[src/rtl/id_ex_pipeline_register.sv]
// -----------------------------------------------------------------------------
// id_ex_pipeline_register
// Decode-to-execute pipeline register of the segmented RV32I core.
// Captures the decode-stage control bundle and operands every cycle and
// presents them to EX. Detects load-use hazards against the instruction
// currently in EX (stalling IF/ID and inserting a bubble), honours a
// branch-redirect Flush and a global Hold, and keeps saturating stall and
// flush event counters.
//
// Ports:
//   Clk, Reset           rising-edge clock, synchronous active-high reset
//   Hold                 freeze the whole register (memory wait)
//   Flush                branch/jump taken in EX; kill instruction entering EX
//   *_D                  decode-stage control, operands and register indices
//   *_E                  registered EX-stage copies (Valid_E included)
//   Stall                combinational; freeze PC and IF/ID this cycle
//   StallCount           saturating count of load-use bubbles
//   FlushCount           saturating count of flush cycles
// -----------------------------------------------------------------------------
module id_ex_pipeline_register #(
   parameter int unsigned XLEN  = 32,
   parameter int unsigned CNT_W = 16
) (
   input  logic             Clk,
   input  logic             Reset,
   input  logic             Hold,
   input  logic             Flush,
   input  logic             Valid_D,
   input  logic             ALUASrc_D,
   input  logic             ALUBSrc_D,
   input  logic             DMWr_D,
   input  logic             RUWr_D,
   input  logic [3:0]       ALUOp_D,
   input  logic [4:0]       BrOp_D,
   input  logic [2:0]       DMCtrl_D,
   input  logic [1:0]       RUDATAWrSrc_D,
   input  logic [XLEN-1:0]  PC_D,
   input  logic [XLEN-1:0]  RS1Data_D,
   input  logic [XLEN-1:0]  RS2Data_D,
   input  logic [XLEN-1:0]  Imm_D,
   input  logic [4:0]       Rs1_D,
   input  logic [4:0]       Rs2_D,
   input  logic [4:0]       Rd_D,
   output logic             Valid_E,
   output logic             ALUASrc_E,
   output logic             ALUBSrc_E,
   output logic             DMWr_E,
   output logic             RUWr_E,
   output logic [3:0]       ALUOp_E,
   output logic [4:0]       BrOp_E,
   output logic [2:0]       DMCtrl_E,
   output logic [1:0]       RUDATAWrSrc_E,
   output logic [XLEN-1:0]  PC_E,
   output logic [XLEN-1:0]  RS1Data_E,
   output logic [XLEN-1:0]  RS2Data_E,
   output logic [XLEN-1:0]  Imm_E,
   output logic [4:0]       Rs1_E,
   output logic [4:0]       Rs2_E,
   output logic [4:0]       Rd_E,
   output logic             Stall,
   output logic [CNT_W-1:0] StallCount,
   output logic [CNT_W-1:0] FlushCount
);

   // 19 bits of control + four XLEN operands + three 5-bit indices
   localparam int unsigned BW = 4 * XLEN + 34;

   localparam logic [CNT_W-1:0] CNT_MAX  = {CNT_W{1'b1}};
   localparam logic [CNT_W-1:0] CNT_ONE  = {{(CNT_W-1){1'b0}}, 1'b1};
   localparam logic [CNT_W-1:0] CNT_ZERO = {CNT_W{1'b0}};
   localparam logic [BW-1:0]    BUBBLE   = {BW{1'b0}};

   logic [BW-1:0]    d_bundle_s;
   logic [BW-1:0]    pipe_d;
   logic [BW-1:0]    pipe_q;
   logic [CNT_W-1:0] stall_count_d;
   logic [CNT_W-1:0] stall_count_q;
   logic [CNT_W-1:0] flush_count_d;
   logic [CNT_W-1:0] flush_count_q;
   logic             load_use_s;

   // Counters stick at all-ones instead of wrapping.
   function automatic logic [CNT_W-1:0] sat_inc(input logic [CNT_W-1:0] v);
      if (v == CNT_MAX) begin
         return v;
      end else begin
         return v + CNT_ONE;
      end
   endfunction

   assign d_bundle_s = {Valid_D, ALUASrc_D, ALUBSrc_D, DMWr_D, RUWr_D,
                        ALUOp_D, BrOp_D, DMCtrl_D, RUDATAWrSrc_D,
                        PC_D, RS1Data_D, RS2Data_D, Imm_D,
                        Rs1_D, Rs2_D, Rd_D};

   assign {Valid_E, ALUASrc_E, ALUBSrc_E, DMWr_E, RUWr_E,
           ALUOp_E, BrOp_E, DMCtrl_E, RUDATAWrSrc_E,
           PC_E, RS1Data_E, RS2Data_E, Imm_E,
           Rs1_E, Rs2_E, Rd_E} = pipe_q;

   assign StallCount = stall_count_q;
   assign FlushCount = flush_count_q;

   // Load in EX whose result the decode instruction needs; x0 is never a hazard.
   // Only the EX-stage instruction is compared, so a load reading its own Rd
   // never stalls itself.
   assign load_use_s = Valid_E && RUWr_E && (RUDATAWrSrc_E == 2'b01) &&
                       (Rd_E != 5'd0) && Valid_D &&
                       ((Rd_E == Rs1_D) || (Rd_E == Rs2_D));

   // Hold is deliberately not folded in: the front end ANDs Stall with Hold.
   assign Stall = load_use_s && !Flush && !Reset;

   // Next-state selection: Flush > Hold > load-use bubble > normal load.
   always_comb begin
      pipe_d        = pipe_q;
      stall_count_d = stall_count_q;
      flush_count_d = flush_count_q;
      if (Flush) begin
         // Flush counts even while Hold is asserted.
         pipe_d        = BUBBLE;
         flush_count_d = sat_inc(flush_count_q);
      end else if (Hold) begin
         pipe_d = pipe_q;
      end else if (load_use_s) begin
         pipe_d        = BUBBLE;
         stall_count_d = sat_inc(stall_count_q);
      end else begin
         pipe_d = d_bundle_s;
      end
   end

   // State registers with synchronous reset; reset discards the in-flight op.
   always_ff @(posedge Clk) begin
      if (Reset) begin
         pipe_q        <= BUBBLE;
         stall_count_q <= CNT_ZERO;
         flush_count_q <= CNT_ZERO;
      end else begin
         pipe_q        <= pipe_d;
         stall_count_q <= stall_count_d;
         flush_count_q <= flush_count_d;
      end
   end

endmodule

[config.mk]
export PLATFORM = sky130hd
export DESIGN_NAME = id_ex_pipeline_register
export DESIGN_NICKNAME = d
export VERILOG_FILES = /design/src/rtl/id_ex_pipeline_register.sv
export SDC_FILE = /design/constraint.sdc
export NUM_CORES = 1
export LEC_CHECK = 0
export BUFFER_PORTS_ARGS = -buffer_cell sky130_fd_sc_hd__buf_2
export CAP_MARGIN = 20
export CELL_PAD_IN_SITES_DETAIL_PLACEMENT = 1
export CELL_PAD_IN_SITES_GLOBAL_PLACEMENT = 1
export CORE_UTILIZATION = 30
export DETAILED_ROUTE_END_ITERATION = 8
export PLACE_DENSITY = 0.86
export SLEW_MARGIN = 20
export SYNTH_ARGS = -nofsm -noshare
export SYNTH_HDL_FRONTEND = slang
export SYNTH_SLANG_ARGS = --single-unit
[constraint.sdc]
create_clock -name Clk -period 2.1 [get_ports Clk]
set_clock_uncertainty 0.2 [all_clocks]
set_input_delay 0.42 -clock Clk [delete_from_list [all_inputs] [get_ports Clk]]
set_output_delay 0.42 -clock Clk [all_outputs]
set_load 0.02 [all_outputs]
==> Word level (Yosys, flattened, before mapping) <==
Index checks and enable logic that the tools add are counted.
{ "word_totals": {"ff_bits": 194, "output_inout_bits": 195, "wordCells": 29, "in_bits": 166} }
{ "classes": {"n_eq_ne": 5, "bitwise": 4, "reduce_logical": 14, "add_sub_neg": 2, "mux": 1} }
{ "ops": {"columns": ["cell", "count"], "rows": [
  ["162-bit two-way mux", 1],
  ["16-bit by 1-bit adder with 16-bit output (second input constant)", 2],
  ["16-bit equality test (second input constant)", 2],
  ["5-bit equality test", 2],
  ["1-bit logical AND", 7],
  ["5-bit nonzero test", 1],
  ["1-bit NOT", 4],
  ["4-bit AND reduction", 1],
  ["2-bit by 1-bit equality test with 1-bit output (second input constant)", 1],
  ["1-bit logical NOT", 2],
  ["2-bit AND reduction", 1],
  ["2-bit OR reduction", 1],
  ["1-bit logical OR", 1]
]} }

==> Logic depth before layout (Yosys ltp) <==
Gate-level depths: netlist of the first run.
{ "logic_depth": {"ltp_word": 7, "depth_mapped": 8, "ltp_nobuf": 6} }

==> Least setup slack after synthesis of the first run <==
Ideal clock, no wire load.
{ "synth_path": {"path_type": "register to output", "startpoint": "register pipe_q[1]", "endpoint": "output port Stall", "required_ns": 1.480, "n_path_buf": 2, "path_slack_ns": -0.465, "stages_incl_launch_ff": 7, "arrival_ns": 1.945, "path_cell_list": "dfxtp_1 > xor2_1 > nor3_1 > a22oi_1 > buf_2 > buf_2 > nor4_1"} }
{ "synth_between": {"elab_chain_cells": 6} }
{ "synth_lines": {"columns": ["item", "line", "rtl"], "rows": [
  ["start: declaration", "75", "logic [BW-1:0] pipe_q;"],
  ["start signal: assignment", "140", "pipe_q <= pipe_d;"],
  ["5-bit nonzero test", "108", "(Rd_E != 5'd0) && Valid_D &&"],
  ["1-bit logical AND", "107", "assign load_use_s = Valid_E && RUWr_E && (RUDATAWrSrc_E == 2'b01) &&"],
  ["1-bit logical AND", "108", null],
  ["1-bit logical AND (*)", "108", null],
  ["1-bit logical AND (*) (2 in a row)", "112", "assign Stall = load_use_s && !Flush && !Reset;"],
  ["end: declaration", "60", "output logic Stall,"]
]} }
Every way passes the cells marked *; elsewhere a longest branch is shown, timed or not.

==> Final worst setup path of the first run <==
{ "layout_path": {"startpoint": "register pipe_q[0]", "endpoint": "output port Stall"} }
The elaborated chain is that of the path after synthesis.

==> summary.txt, run 1 <==
Setup path
  • Worst Setup SP: pipe_q[0]
  • WP data arrival: 1880 ps
  • Critical path type: reg2out
  • Max FO, Critical Path: 4
  • RR Startpoint: pipe_q[0]
  • CP startpoint kind: register
  • Worst endpoint required time: 1480 ps
  • Setup crit end kind: primary output

CTS
  • H-tree depth: 4
  • CTS tree: done
  • Clk root buf: clkbuf_16
  • Max clock buf depth: 2
  • Clock Latency Late Sink: 420 ps
  • CTS Buf Count: 17
  • Clock transition at the registers of the reported paths: 100 ps
  • CTS sink cnt: 194

Yosys
  • Yosys top cell area share: 0.575
  • Post-Syn Instances: 588
  • Post-Syn Area: 6760 sq um
  • Ys async rst share: 0
  • Seq/Total Area, Yosys: 0.575
  • Synth warn: 0
  • Yosys reg bits: 194
  • Synth area leader: dfxtp_1
  • Number of synthesized flops with an enable pin: 0
  • Avg Inst Size Synth: 11.5 sq um
  • Yosys cell types: 51
  • Synth top area cells: dfxtp_1 57%, a22o_1 21%, xor2_1 2.5%, nor2_1 1.5%, clkbuf_1 1.3%
  • Main synth FF type: dfxtp_1
  • Mapped Nets: 756

Layout
  • Reg area: 3920 sq um
  • Fin cells: 1357
  • Area of the multi-input gates: 2840 sq um
  • Area Growth Syn to Fin: 65.8%
  • Filler cell count: 2459
  • Layout cells sized above 1: 0.500
  • Final nets: 1231

Pwr
  • Leak: 5.31 nW
  • Combinational share of power: 0.113
  • Peak VDD IR: 0.000426 V
  • PD cells: 738 nW/um^2
  • Cell-internal power: 0.00598 W
  • Switch share: 0.276
  • Seq pwr share: 0.466
  • Clock group share of total power: 0.420
  • NetSw: 0.00228 W
  • Total chip power: 0.00826 W

Placement
  • Number of buffers added on ports: 360
  • DP Wirelength: 17.4 mm
  • Placer Congestion: 0.806
  • Placed insts: 1228

Detailed routing
  • DRT iter0 DRCs: 458
  • Routed Antenna Nets: 0
  • Vias per cell: 5.21
  • Via count: 7066
  • DR pass1 iterations: 7
  • Drt total wl: 30.5 mm
  • DR WL/cell: 22.5 um
  • DRC errors left: 24

GRT
  • Via count of the first global-routing pass: 7354
  • Antenna violations before repair: 2
  • Grt ovf: 0
  • Gr usage total: 0.224
  • First-pass GRT wire length: 40.6 mm
  • Largest net degree at the start of global routing: 72

Status
  • Status: complete, but fails checks
  • Failing checks: DRC, setup timing

Min path
  • Hold/Removal Path Class: in2reg
  • Worst Hold Launch: PC_D[5]

Timing
  • Rel. slew slack: 0.338
  • Final worst path period share: 1.19
  • Worst-Margin Slew: 985 ps
  • Min Tclk post-route: 2500 ps
  • Setup-failing EPs final: 117
  • Post-route setup slack: -402 ps
  • Final Hold Vio Count: 0
  • FMAX: 0.400 GHz
  • RSZ-0062 raised after global routing: yes
  • Fin. max-slew vios: 0

Die
  • Full die area: 23100 sq um
  • Die height: 152 um
  • Core area: 22000 sq um
  • Chip width: 152 um
  • Row count: 54
  • I/O pin count: 361
  • Starting Density: 0.308

Flow run
  • Max-cap violations: 0
## cell usage after synthesis, types with 2 or more instances
| master | count |
|---|---|
| nor2_1 | 27 |
| or3_1 | 2 |
| nor3b_1 | 2 |
| nand3_1 | 11 |
| mux2_1 | 2 |
| and4_1 | 5 |
| o31a_1 | 2 |
| and3_1 | 3 |
| nor2b_1 | 3 |
| inv_1 | 3 |
| a21oi_1 | 11 |
| a22o_1 | 162 |
| and2_1 | 2 |
| buf_2 | 14 |
| nor3_1 | 9 |
| buf_4 | 9 |
| clkbuf_1 | 23 |
| a21oi_2 | 2 |
| xnor2_1 | 2 |
| nand4_1 | 13 |
| dfxtp_1 | 194 |
| or4_1 | 11 |
| o31ai_1 | 9 |
| nor3_2 | 2 |
| nor4_1 | 5 |
| nand3b_1 | 2 |
| xor2_1 | 19 |
| o211ai_1 | 2 |
| ha_1 | 2 |
| o21ai_1 | 3 |
| nand2_1 | 12 |
## metrics by stage
step | util | hold WS [ps] | worst slack, ps | TNS (ps) | cell area, sq um
2_1_floorplan | - | 315 | 3.58 | 0 | 6790
3_3_place_gp | 0.417 | 250 | -174 | -16710 | 9160
3_5_place_dp | 0.417 | 250 | -223 | -20970 | 9160
4_1_cts | 0.475 | 0.0230 | -415 | -6130 | 10400
5_1_grt | 0.510 | -2.64 | -456 | -20890 | 11200
6_report | 0.510 | 13.6 | -402 | -6880 | 11200
## final timing paths
kind | to | slack [ps] | cells past startpoint
setup / recovery | Stall | -400 | 5
hold / removal | pipe_q[116] | 10 | 2
setup reg to reg | StallCount[12] | -160 | 9
hold reg to reg | pipe_q[12] | 270 | 1
## cells by family (layout without fill, tap and decap cells)
family	Yosys count	after routing	synth area share
adder cells (fa/ha/maj)	2	2	0.00370
AND/OR/NAND/NOR	113	113	0.0948
other	0	1	0
buffers and inverters	51	536	0.0387
AO/OA/AOI/OAI	203	206	0.254
XOR/XNOR	21	21	0.0272
multiplexers	4	4	0.00704
flip-flops	194	194	0.575
## metal layers
metal | share of wire | routed length, um | vias to the layer above | GRT usage
met5 | 0 | 0 | - | 0
met4 | 0.039 | 1170 | 0 | 0.111
met3 | 0.051 | 1550 | 80 | 0.0533
met2 | 0.53 | 16100 | 291 | 0.415
met1 | 0.38 | 11700 | 3480 | 0.237
li1 | - | - | 3215 | -
## state kept, by name, summed over array words and instances, names as in the netlist
| signal | cells |
|---|---|
| pipe_q | 162 |
| FlushCount | 16 |
| StallCount | 16 |
## final cells by class
| class | count | area share |
|---|---|---|
| Sequential cell | 194 | 0.350 |
| Antenna cell | 1 | 0.000223 |
| Timing Repair Buffer | 501 | 0.307 |
| Tap cell | 280 | 0.0313 |
| Multi-Input combinational cell | 346 | 0.254 |
| Clock inverter | 15 | 0.0183 |
| Inverter | 3 | 0.00101 |
| Clock buffer | 17 | 0.0380 |
## cells in the final DEF, fill, tap and decap left out, types with 4 or more instances in the layout
master           n
nand2_1         11
buf_4           47
dfxtp_2         11
buf_2          360
xor2_1          19
buf_6           17
nor2_1          26
a21oi_1          6
o21a_4           4
or4_1            5
inv_6            5
or4_4            7
dfxtp_4          6
clkinv_8         5
a21oi_2          6
buf_16           4
nand3_1         11
dlygate4sd3_1   52
dfxtp_1        177
clkbuf_16       29
buf_12           6
nor3_1           6
and4_1           5
o31ai_1          5
a22o_1         161
nand4_1         13
## power groups by stage
stage | clock network, W | registers [W] | logic (W)
floorplan | 0 | 0.00406 | 0.000216
global placement | 0 | 0.00393 | 0.000686
detailed placement | 0 | 0.00393 | 0.000710
CTS | 0.00349 | 0.00385 | 0.000809
global route | 0.00367 | 0.00386 | 0.000979
finish | 0.00347 | 0.00385 | 0.000935
## repair_timing
action,4_1_cts,5_1_grt
gates cloned,3,23
hold buffers,50,2
endpoints found under the hold margin,50,2
gates resized for setup,13,50
setup buffers,4,16
setup endpoints to repair,32,173
pin swaps,119,67
## worst max-delay path: stages (launching register included)
cell and delay (ps):
dfxtp_4 390, buf_6 110, nor3_4 40, a211o_1 330, nor4_4 370, buf_4 210
Power figures use the tool's default switching activity.
==> inputs of run 2 (changes only) <==
--- a/config.mk
+++ b/config.mk
@@ -11,7 +11,8 @@
 export CELL_PAD_IN_SITES_GLOBAL_PLACEMENT = 1
 export CORE_UTILIZATION = 30
 export DETAILED_ROUTE_END_ITERATION = 8
-export PLACE_DENSITY = 0.86
+export GPL_ROUTABILITY_DRIVEN = 0
+export PLACE_DENSITY = 0.79
 export SLEW_MARGIN = 20
 export SYNTH_ARGS = -nofsm -noshare
 export SYNTH_HDL_FRONTEND = slang
==> summary.txt, run 2 (same netlist as run 1, synthesis figures left out) <==
Detailed routing
  • Drt total wl: 29.9 mm
  • Vias per cell: 5.22
  • DRT iter0 DRCs: 341
  • DR WL/cell: 21.5 um
  • Routed Antenna Nets: 0
  • Via count: 7285
  • DRC errors left: 18
  • DR pass1 iterations: 8

Timing
  • Setup-failing EPs final: 167
  • Fin. max-slew vios: 0
  • Post-route setup slack: -267 ps
  • Min Tclk post-route: 2370 ps
  • RSZ-0062 raised after global routing: yes
  • FMAX: 0.422 GHz
  • Rel. slew slack: 0.690
  • Final worst path period share: 1.13
  • Final Hold Vio Count: 0
  • Worst-Margin Slew: 466 ps

Die
  • Die height: 152 um
  • Chip width: 152 um
  • Row count: 54
  • I/O pin count: 361
  • Core area: 22000 sq um
  • Starting Density: 0.308
  • Full die area: 23100 sq um

Setup path
  • R2R Setup Slk: -210 ps
  • CP max-delay cell: dfxtp_4
  • Max FO, Critical Path: 5
  • Max incr delay on CP: 370 ps
  • WP data arrival: 1750 ps
  • CP startpoint kind: register
  • Setup crit end kind: primary output
  • Worst endpoint required time: 1480 ps
  • Critical path type: reg2out
  • CP Cell Sequence: xor2_1 -> nor3_2 -> a22oi_2 -> buf_4 -> nor4_4 -> buf_6

Pwr
  • Peak VDD IR: 0.000433 V
  • Leak: 5.40 nW
  • PD cells: 728 nW/um^2

CTS
  • Max clock buf depth: 2
  • CTS tree: done
  • Clk root buf: clkbuf_16
  • Clock Latency Late Sink: 430 ps
  • CTS sink cnt: 194
  • Clock transition at the registers of the reported paths: 100 ps
  • CTS Buf Count: 17
  • H-tree depth: 4

Layout
  • Max reg flops: 162
  • Area Growth Syn to Fin: 69.7%
  • Most flops, register: pipe_q
  • Final Util: 0.522
  • Most common cell after layout, fill and taps aside: buf_2
  • Final nets: 1265
  • Layout cells sized above 1: 0.463
  • Commonest non-fill, non-tap cells in the layout: 359 x buf_2, 180 x dfxtp_1, 162 x a22o_1, 107 x dlygate4sd3_1, 40 x buf_4
  • Post-route cell area: 11500 sq um
  • Filler cell count: 2461

GRT
  • Antenna violations before repair: 6
  • Gr usage total: 0.238
  • Largest net degree at the start of global routing: 84
  • Via count of the first global-routing pass: 7509
  • First-pass GRT wire length: 43.0 mm
  • Grt ovf: 0

Flow run
  • Max-cap violations: 0

Placement
  • Post-DP Area: 9140 sq um
  • Number of buffers added on ports: 360
  • DP Wirelength: 17.3 mm

Status
  • Failing checks: DRC, setup timing
  • Status: complete, but fails checks

Min path
  • Hold/Removal Path Class: in2reg
-- run 2: final cells by class --
| class | instances | area, sq um | share of cell area |
|---|---|---|---|
| multi-input cells | 343 | 2770 | 0.242 |
| well taps | 280 | 350 | 0.0305 |
| diodes | 5 | 12.5 | 0.00109 |
| repair buffers | 538 | 3780 | 0.329 |
| clock inverters | 15 | 206 | 0.0180 |
| flip-flops and latches | 194 | 3910 | 0.341 |
| clock buffers | 17 | 425 | 0.0371 |
| inverters | 3 | 11.3 | 0.000982 |
-- run 2: path summary, 6_finish.rpt --
| kind | to | start | depth (start not counted) |
|---|---|---|---|
| worst max-delay path | Stall | pipe_q[4] | 6 |
| worst min-delay path | pipe_q[47] | RS2Data_D[0] | 2 |
| worst max register to register | pipe_q[58] | pipe_q[4] | 9 |
| worst min register to register | pipe_q[24] | pipe_q[24] | 1 |
-- run 2: power breakdown --
group	internal, W	switching (W)	total (W)	leakage [nW]
Clock	0.00184	0.00167	0.00350	0.307
Combinational	0.000502	0.000486	0.000988	3.50
Sequential	0.00378	0.0000769	0.00386	1.59
-- run 2: per-layer routing --
layer	global-route usage	routed length (um)	part of all wire	up-vias
li1	-	-	-	3288
met5	0	11	0.00037	-
met2	0.429	15700	0.52	322
met3	0.0570	1710	0.057	74
met4	0.119	1030	0.035	2
met1	0.261	11500	0.38	3599
-- run 2: metrics by stage --
stage / TNS, ps / std cells / power [W] / hold WS [ps] / setup WS, ps
floorplan: 0 / 588 / 0.00427 / 315 / 3.58
finish: -23500 / 1395 / 0.00835 / 8.26 / -267
detailed placement: -13720 / 1229 / 0.00464 / 249 / -152
global placement: -11880 / 1229 / 0.00462 / 251 / -116
CTS: -11550 / 1369 / 0.00826 / 0.0709 / -319
global route: -35440 / 1395 / 0.00862 / 0.0570 / -367
-- run 2: critical path, delay by kind of cell, from the launching register on --
| family | cells | cell delay, ps |
|---|---|---|
| flip-flops | 1 | 370 |
| AO/OA/AOI/OAI | 1 | 110 |
| XOR/XNOR | 1 | 170 |
| buffers and inverters | 2 | 310 |
| AND/OR/NAND/NOR | 2 | 350 |
-- run 2: repair_timing --
item,CTS,global route
hold buffers,103,4
hold endpoints to repair,103,4
cloned,0,14
pin swaps,120,17
resized for setup,22,40
setup endpoints to repair,4,179
buffers inserted,5,4
